### config.mk
export PLATFORM = sky130hd
export DESIGN_NAME = seq_stream_ctrl
export DESIGN_NICKNAME = d
export VERILOG_FILES = /design/src/rtl/seq_stream_ctrl.sv
export SDC_FILE = /design/constraint.sdc
export NUM_CORES = 1
export LEC_CHECK = 0
export ABC_AREA = 1
export CAP_MARGIN = 20
export CORE_MARGIN = 4
export CORE_UTILIZATION = 46
export CTS_BUF_LIST = sky130_fd_sc_hd__clkbuf_16
export CTS_CLUSTER_DIAMETER = 50
export DETAILED_ROUTE_END_ITERATION = 10
export HOLD_SLACK_MARGIN = 0.15
export PLACE_DENSITY_LB_ADDON = 0.12
export SLEW_MARGIN = 20
export SYNTH_ARGS = -nofsm -noshare
export SYNTH_HDL_FRONTEND = slang
export SYNTH_SLANG_ARGS = --single-unit
### constraint.sdc
create_clock -name clock -period 1.5 [get_ports clock]
set_clock_uncertainty 0.1 [all_clocks]
set_input_delay 0.15 -clock clock [delete_from_list [all_inputs] [get_ports clock]]
set_output_delay 0.15 -clock clock [all_outputs]
set_load 0.02 [all_outputs]
### src/rtl/seq_stream_ctrl.sv
// Plays a latched bit pattern, MSB first, into a serial sequence detector and
// collects the detector's Moore output after every bit: hit count and first-hit index.
module seq_stream_ctrl #(
  parameter int PAT_W    = 16,
  parameter int CNT_W    = 5,
  parameter int TICK_DIV = 1,
  parameter int IDX_W    = 4
) (
  input  logic             clock,
  input  logic             resetn,
  input  logic             start,
  input  logic [PAT_W-1:0] pattern,
  input  logic [IDX_W:0]   length,
  input  logic             det_out,
  output logic             w,
  output logic             det_en,
  output logic             det_clr,
  output logic             busy,
  output logic             done,
  output logic [CNT_W-1:0] hit_count,
  output logic             hit_valid,
  output logic [IDX_W-1:0] first_hit_idx
);
  // start is a level request with no ready: it is taken only in S_IDLE, so a
  // held start re-triggers on every IDLE cycle and is ignored everywhere else.
  localparam int TICK_W = (TICK_DIV > 1) ? $clog2(TICK_DIV) : 1;
  localparam logic [TICK_W-1:0] TICK_LAST = TICK_W'(TICK_DIV - 1);
  localparam logic [IDX_W:0]    LEN_MAX   = (IDX_W+1)'(PAT_W);
  localparam logic [CNT_W-1:0]  CNT_MAX   = '1;

  typedef enum logic [2:0] {S_IDLE, S_CLEAR, S_SEND, S_SAMPLE, S_DONE} state_t;

  state_t             state, state_nxt;
  logic [PAT_W-1:0]   shift_reg;
  logic [IDX_W:0]     remaining;
  logic [TICK_W-1:0]  tick;
  logic [IDX_W-1:0]   bit_idx;
  logic [IDX_W:0]     len_clamped;
  logic               remaining_last;

  assign len_clamped    = (length > LEN_MAX) ? LEN_MAX : length;
  assign remaining_last = (remaining == (IDX_W+1)'(1));

  always_ff @(posedge clock or negedge resetn) begin
    if (!resetn) state <= S_IDLE;
    else         state <= state_nxt;
  end

  always_comb begin
    state_nxt = state;
    w         = 1'b0;
    det_en    = 1'b0;
    det_clr   = 1'b0;
    busy      = 1'b0;
    done      = 1'b0;
    unique case (state)
      S_IDLE: begin
        if (start) state_nxt = (len_clamped == '0) ? S_DONE : S_CLEAR;
      end
      S_CLEAR: begin
        det_clr   = 1'b1;
        busy      = 1'b1;
        state_nxt = S_SEND;
      end
      S_SEND: begin
        w    = shift_reg[PAT_W-1];
        busy = 1'b1;
        if (tick == TICK_LAST) begin
          det_en    = 1'b1;
          state_nxt = S_SAMPLE;
        end
      end
      S_SAMPLE: begin
        w         = shift_reg[PAT_W-1];
        busy      = 1'b1;
        state_nxt = remaining_last ? S_DONE : S_SEND;
      end
      S_DONE: begin
        done      = 1'b1;
        state_nxt = S_IDLE;
      end
      default: state_nxt = S_IDLE;
    endcase
  end

  always_ff @(posedge clock or negedge resetn) begin
    if (!resetn) begin
      shift_reg     <= '0;
      remaining     <= '0;
      tick          <= '0;
      bit_idx       <= '0;
      hit_count     <= '0;
      hit_valid     <= 1'b0;
      first_hit_idx <= '0;
    end else begin
      case (state)
        S_IDLE: begin
          if (start) begin
            shift_reg     <= pattern;
            remaining     <= len_clamped;
            bit_idx       <= '0;
            hit_count     <= '0;
            hit_valid     <= 1'b0;
            first_hit_idx <= '0;
          end
        end
        S_CLEAR: tick <= '0;
        S_SEND:  tick <= tick + TICK_W'(1);
        S_SAMPLE: begin
          // det_out here already reflects the advance made on the det_en edge
          if (det_out) begin
            if (hit_count != CNT_MAX) hit_count <= hit_count + CNT_W'(1);
            if (!hit_valid) begin
              hit_valid     <= 1'b1;
              first_hit_idx <= bit_idx;
            end
          end
          shift_reg <= {shift_reg[PAT_W-2:0], 1'b0};
          bit_idx   <= bit_idx + IDX_W'(1);
          remaining <= remaining - (IDX_W+1)'(1);
          tick      <= '0;
        end
        default: ;
      endcase
    end
  end
endmodule

==> results of run 1 <==
==> stage by stage <==
stage / utilization (%) / instances / hold WS [ps] / instance area (sq um) / setup WS [ps]
4_1_cts: 67.3 / 375 / 230 / 2770 / 5.39
6_report: 69.8 / 378 / 222 / 2870 / 24.5
2_1_floorplan: - / 261 / -246 / 2020 / 4.91
5_1_grt: 69.8 / 378 / 259 / 2870 / -25.2
3_5_place_dp: 63.3 / 365 / -16.4 / 2610 / -85.6
3_3_place_gp: 63.3 / 365 / -14.2 / 2610 / -67.7
==> cells in the final DEF, fill, tap and decap left out, types with 4 or more instances in the layout <==
| cell | synthesis | routed |
|---|---|---|
| inv_1 | 28 | 30 |
| nand2_1 | 83 | 76 |
| dlygate4sd2_1 | 0 | 8 |
| nand3_1 | 15 | 10 |
| dfrtp_1 | 39 | 35 |
| nand4_1 | 7 | 7 |
| dfrtp_2 | 0 | 4 |
| o22ai_1 | 8 | 8 |
| o21ai_0 | 16 | 16 |
| clkbuf_16 | 0 | 6 |
| clkdlybuf4s50_1 | 0 | 23 |
| a21oi_1 | 4 | 4 |
| nor2_1 | 31 | 28 |
| nand2_2 | 0 | 6 |
| o21ai_1 | 4 | 4 |
| buf_4 | 1 | 27 |
==> routing by layer <==
layer | share of wire [%] | wire length [um] | vias to the layer above
met5 | 0 | 0 | -
met4 | 1.4 | 68 | 0
met3 | 5.7 | 286 | 7
met2 | 51 | 2530 | 41
met1 | 42 | 2110 | 912
li1 | - | - | 967
==> cells by family after synthesis <==
group           after synthesis
simple gates                144
flops                        39
xor+xnor                      2
compound gates               33
fa+ha+maj                     5
buf+inv                      38
==> path summary, 6_finish.rpt <==
| path | start | to | slack [ps] | depth (start not counted) |
|---|---|---|---|---|
| min in group clock | pattern[0] | shift_reg[0] | 330 | 3 |
| hold / removal | resetn | shift_reg[14] | 220 | 2 |
| setup / recovery | state[0] | det_en | 20 | 4 |
| max in group asynchronous | resetn | state[1] | 610 | 3 |
| setup reg to reg | hit_count[0] | hit_count[3] | 60 | 9 |
| hold reg to reg | first_hit_idx[0] | first_hit_idx[0] | 370 | 2 |
==> what timing repair did <==
action	4_1_cts	5_1_grt
pin swaps	2	6
hold buffers	1	0
hold endpoints to repair	39	0
endpoints found under the setup margin	26	24
buffers inserted	2	2
gates resized for setup	29	26
cloned	0	1
==> cells in the mapped netlist <==
cell and count:
or2_1 1, nand4_1 7, ha_1 5, buf_6 3
nor2_1 31, nor2_2 1, dfrtp_1 39, buf_2 4
nor2_4 1, a21oi_1 4, and3_1 1, xnor2_1 1
nor3b_1 1, nor3_1 1, inv_2 2, nand3b_1 1
o21ai_1 4, nand3_1 15, nand2_1 83, o22ai_1 8
o21bai_1 1, inv_1 28, xor2_1 1, buf_4 1
nand3_2 1, o21ai_0 16
==> cell type report <==
| cell class | instances | area share (%) |
|---|---|---|
| flip-flops and latches | 39 | 34.1 |
| multi-input cells | 184 | 33.5 |
| repair buffers | 68 | 21.7 |
| clock buffers | 5 | 4.35 |
| inverters | 30 | 3.92 |
| well taps | 50 | 2.18 |
| clock inverters | 2 | 0.261 |
==> power by group <==
| group | internal [W] | leakage [nW] | total, W | switching, W |
|---|---|---|---|---|
| Combinational | 0.00151 | 0.912 | 0.00341 | 0.00190 |
| Clock | 0.000594 | 0.0723 | 0.000979 | 0.000385 |
| Sequential | 0.00153 | 0.473 | 0.00185 | 0.000316 |
==> worst reg2reg max path: cells and delay by family (launching register included) <==
kind	cells	cell delay (ps)
flops	1	420
fa+ha+maj	2	340
simple gates	7	500
==> metrics, run 1 <==
setup TNS 0 ps; Post-Synth Adder-Cell Area between 3 and 4%; clock-pin slew on the worst setup and hold paths 60 ps; Slowest Stage Delay on Critical Path 440 ps; vias ~1900; Nets ~360; CTS tree built; ANT cells 0; CP arrival 1230 ps; post-synth cell types 26; Min Clock Period, post-route 1480 ps; Synth area leader dfrtp_1; core area 4120 sq um; Filler Cell Count 343; clock root buffer clkbuf_16; GRT Overall Usage 18.3%; # setup viols final 0; Max Cap Violations 0; RePlAce Congestion 0.833; Largest register FFs 16; drt pass-1 iters 4; Post-route DRC 0; syn_nets 291; met3 GRT Util 4.59%; vias in the first global route between 1500 and 2000; Clk Latency, worst-skew pair 280 ps; worst slew pin tran 380 ps; largest family of logic cells by synthesized area simple AND/OR/NAND/NOR gates; crit-path cells inv_1 -> nand3_2 -> nor2_2 -> buf_4; Post-Synth Simple-Gate Area 30.1%; Worst VDD drop 1080 uV; detailed-route wire length 4990 um; Die H 74.2 um; 1st-iter DRT viols 106; mapped cell area ~2000 sq um; area grow syn2layout 42.7%; initial antenna violation count 0; clk sinks 39; HPWL after DPL 3240 um; XOR/XNOR Fraction of Synth Area 0.870%; outcome finished clean; startpoint types register; PortBufs 39; vias per cell 5.10; Top Usage Layer GRT met2; Die ar. 5500 sq um; ANT nets after route 0; largest net degree at the start of global routing 26; H-Tree Depth 2; Hold WC Path Type primary input to asynchronous set/reset pin; Pleak 1.46 nW; mux cell area share after synthesis 0%; Crit path max-delay family flip-flops; crit share post-route 98.4%; num rows 23; CP Capture Type output port; multi-input logic area 962 sq um; Seq cells post-synth 39; Mean Syn Cell Area a little under 8 sq um; top post-synthesis cells by area dfrtp_1, nand2_1, nor2_1, inv_1, o21ai_0; Synth Area in Compound Gates approximately 8.8%; GR Util met1 between 20% and 30%; Crit-path slowest cell dfrtp_2; total gr overflow 0; Crit Path Class register to output port; fmax between 0.6 and 0.7 GHz; Power, Total just over 0.006 W; Synth Warn # 0; die extent in x 74.2 um; met2 usage a little under a third; Max Slew Vio Count 0; Final Hold Fails 0; Num CTS Buffers 5; sequential area share after synthesis roughly half; post-synth top area share 48.4%; CP max FO 4; WP buf/inv 2; Max transition margin between 70 and 80%; register area 981 sq um; CTS Buffer Depth 2; wire per inst around 13 um; PwrDens 2170 nW/um^2; Mapped Cells 261; required time of the critical path 1250 ps; I/O pins 40; Starting Density about 49%; layout cells sized above 1 19.8%; global-route wire length before repair 7670 um
Note: power is estimated with default switching activity, not from simulation.
==> run 2: changes to the inputs <==
- ABC_AREA: 1 -> default
- CTS_BUF_LIST: sky130_fd_sc_hd__clkbuf_16 -> default
- TNS_END_PERCENT: default -> 1
==> metrics, run 2 <==
outcome finished with violations (was finished clean); failing checks setup timing; multi-input logic area 1100 sq um (was 962 sq um); required time of the critical path 1580 ps (was 1250 ps); Crit path top cell by count ha_4; Max Cap Violations 0 (unchanged); Post-synth EDFFs 0 (unchanged); num rows 23 (unchanged); # setup viols final 37 (was 0); total gr overflow 0 (unchanged); top post-synthesis cells by area dfrtp_1, nor3_1, o22ai_1, nor2_1, mux2i_1 (was dfrtp_1, nand2_1, nor2_1, inv_1, o21ai_0); detailed-route wire length 5280 um (was 4990 um); Int Pwr 0.00316 W (was 0.00364 W); Num CTS Buffers 5 (unchanged); Die H 74.1 um (was 74.2 um); Crit Path Class register to register (was register to output port); top_reg_cell synth dfrtp_1 (unchanged); CP arrival 2010 ps (was 1230 ps); Max Slew Vio Count 0 (unchanged); Crit path max-delay family simple AND/OR/NAND/NOR gates (was flip-flops); core area 4120 sq um (unchanged); CTS Buffer Depth 2 (unchanged); Final Hold Fails 0 (unchanged); PwrDens 1750 nW/um^2 (was 2170 nW/um^2); CTS tree built (unchanged); HPWL after DPL 3810 um (was 3240 um); most frequent cell after synthesis dfrtp_1 (was nand2_1); Hold WC Path Type primary input to asynchronous set/reset pin (unchanged); initial antenna violation count 0 (unchanged); Max transition margin 65.3% (was 74.7%); drt pass-1 iters 4 (unchanged); fraction of registers with async set/reset 100% (unchanged); RSZ-0062 raised after global routing yes; area grow syn2layout 48.8% (was 42.7%); fin worst setup slack -425 ps (was 24.5 ps); Min Clock Period, post-route 1930 ps (was 1480 ps); Synth Warn # 0 (unchanged); syn_nets 232 (was 291); synth cell count leaders dfrtp_1, nor2_1, nor3_1, o22ai_1, inv_1 (was nand2_1, dfrtp_1, nor2_1, inv_1, o21ai_0); mapped cell area 2010 sq um (about the same); 1st-iter DRT viols 86 (was 106); GRT Overall Usage 20.7% (was 18.3%); Synth area leader dfrtp_1 (unchanged); CP Capture Type register (was output port); Filler Cell Count 299 (was 343); clk sinks 39 (unchanged); crit-path cells ha_4 -> and3_4 -> ha_4 -> nand4b_1 -> a21oi_4 -> mux2_4 (was inv_1 -> nand3_2 -> nor2_2 -> buf_4); Post-route DRC 0 (unchanged); Nets 306 (was 358); crit share post-route 128% (was 98.4%); Clk Latency, worst-skew pair 290 ps (was 280 ps); Clk network pwr share 13.0% (was 15.7%); postcts setup bufs 0 (was 2); most common cell after layout, fill and taps aside buf_4 (was nand2_1); Slowest Stage Delay on Critical Path 430 ps (was 440 ps); wire per inst 16.2 um (was 13.2 um); Die ar. 5490 sq um (was 5500 sq um); Worst VDD drop 830 uV (was 1080 uV); Seq cells post-synth 39 (unchanged); post-synth cell types 44 (was 26); sequential share of power 34.6% (was 29.6%); ANT nets after route 0 (unchanged); clock-pin slew on the worst setup and hold paths 80 ps (was 60 ps); startpoint types register (unchanged); ANT cells 0 (unchanged); vias in the first global route 1949 (was 1800); Hold Slack 270 ps (was 222 ps); clock root buffer clkbuf_8 (was clkbuf_16); combinational share of power 52.4% (was 54.7%); layout cells sized above 1 36.1% (was 19.8%); global-route wire length before repair 8710 um (was 7670 um); worst slew pin tran 521 ps (was 380 ps); Largest register FFs 16 (unchanged); Starting Density 48.9% (was 49.0%); die extent in x 74.1 um (was 74.2 um); fmax 0.519 GHz (was 0.678 GHz); commonest cells after routing, fill and taps aside buf_4, dfrtp_1, clkdlybuf4s50_1 (was nand2_1, dfrtp_1, inv_1); register area 982 sq um (was 981 sq um); Switching Fraction 39.8% (was 41.7%); RePlAce Congestion 0.862 (was 0.833); WP buf/inv 0 (was 2); post-synth top area share 48.5% (was 48.4%); vias per cell 5.68 (was 5.10); Pleak 1.28 nW (was 1.46 nW); PortBufs 39 (unchanged); I/O pins 40 (unchanged); largest net degree at the start of global routing 23 (was 26); switching power 0.00209 W (was 0.00260 W); H-Tree Depth 2 (unchanged); vias 1857 (was 1927); Mean Syn Cell Area 9.95 sq um (was 7.72 sq um); Mapped Cells 202 (was 261); sequential area share after synthesis 48.5% (was 48.4%); Crit-path slowest cell dfrtp_2 (unchanged); CP max FO 3 (was 4); Power, Total 0.00525 W (was 0.00624 W); post-place setup slack -392 ps (was -85.6 ps)
run 2: layout make-up:
type	count	share of cell area, %
clock buffer	6	2.43
clock inverter	2	0.418
inverter	11	1.38
multi-input combinational	137	36.7
sequential	39	32.8
tap	50	2.09
timing repair buffer	82	24.1
run 2: worst paths after layout:
path	from	to	slack (ps)	cells past startpoint
worst max-delay path	hit_count[1]	hit_count[0]	-430	6
min in group clock	pattern[8]	shift_reg[8]	370	3
worst max register to register	hit_count[1]	hit_count[0]	-430	6
worst min-delay path	resetn	bit_idx[1]	270	2
max in group asynchronous	resetn	state[0]	480	3
worst min register to register	bit_idx[3]	bit_idx[3]	390	1
run 2: power by group through the flow:
stage	clock network, W	registers, W	logic [W]
5_1_grt	0.000743	0.00186	0.00301
3_3_place_gp	0	0.00175	0.00249
3_5_place_dp	0	0.00178	0.00260
6_report	0.000684	0.00181	0.00275
4_1_cts	0.000707	0.00180	0.00267
2_1_floorplan	0	0.00182	0.00139
run 2: kinds of logic after synthesis:
logic type	Yosys count	synth area share [%]
compound gates	36	12.8
fa+ha+maj	5	3.11
buf+inv	26	6.91
flops	39	48.5
mux	11	5.66
simple gates	85	23.0
run 2: worst register-to-register path, cell delays in order, from the launching register on:
cell      delay, ps
dfrtp_2         430
ha_4            170
and3_4          180
ha_4            140
nand4b_1        280
a21oi_4         210
mux2_4          310
run 2: timing repair:
item,4_1_cts,5_1_grt
gates cloned,0,0
resized for setup,61,12
pin swaps,10,7
setup endpoints to repair,51,42
hold buffers,1,0
hold endpoints to repair,20,0
run 2: per-stage QoR:
stage	utilization, %	cell area [sq um]	cells	TNS [ps]
finish	72.7	2990	327	-6230
global route	72.7	2990	327	-8260
CTS	71.3	2940	327	-6390
detailed placement	66.7	2750	318	-10270
global placement	66.7	2750	318	-9690
floorplan	-	2050	202	-5220
run 2: per-layer routing:
metal	part of all wire, %	vias up	routed length (um)	track usage (%)
li1	-	875	-	-
met1	41	900	2180	25.4
met2	50	69	2650	35.3
met3	6.6	13	349	5.54
met4	2.0	0	107	7.04
met5	0	-	0	0
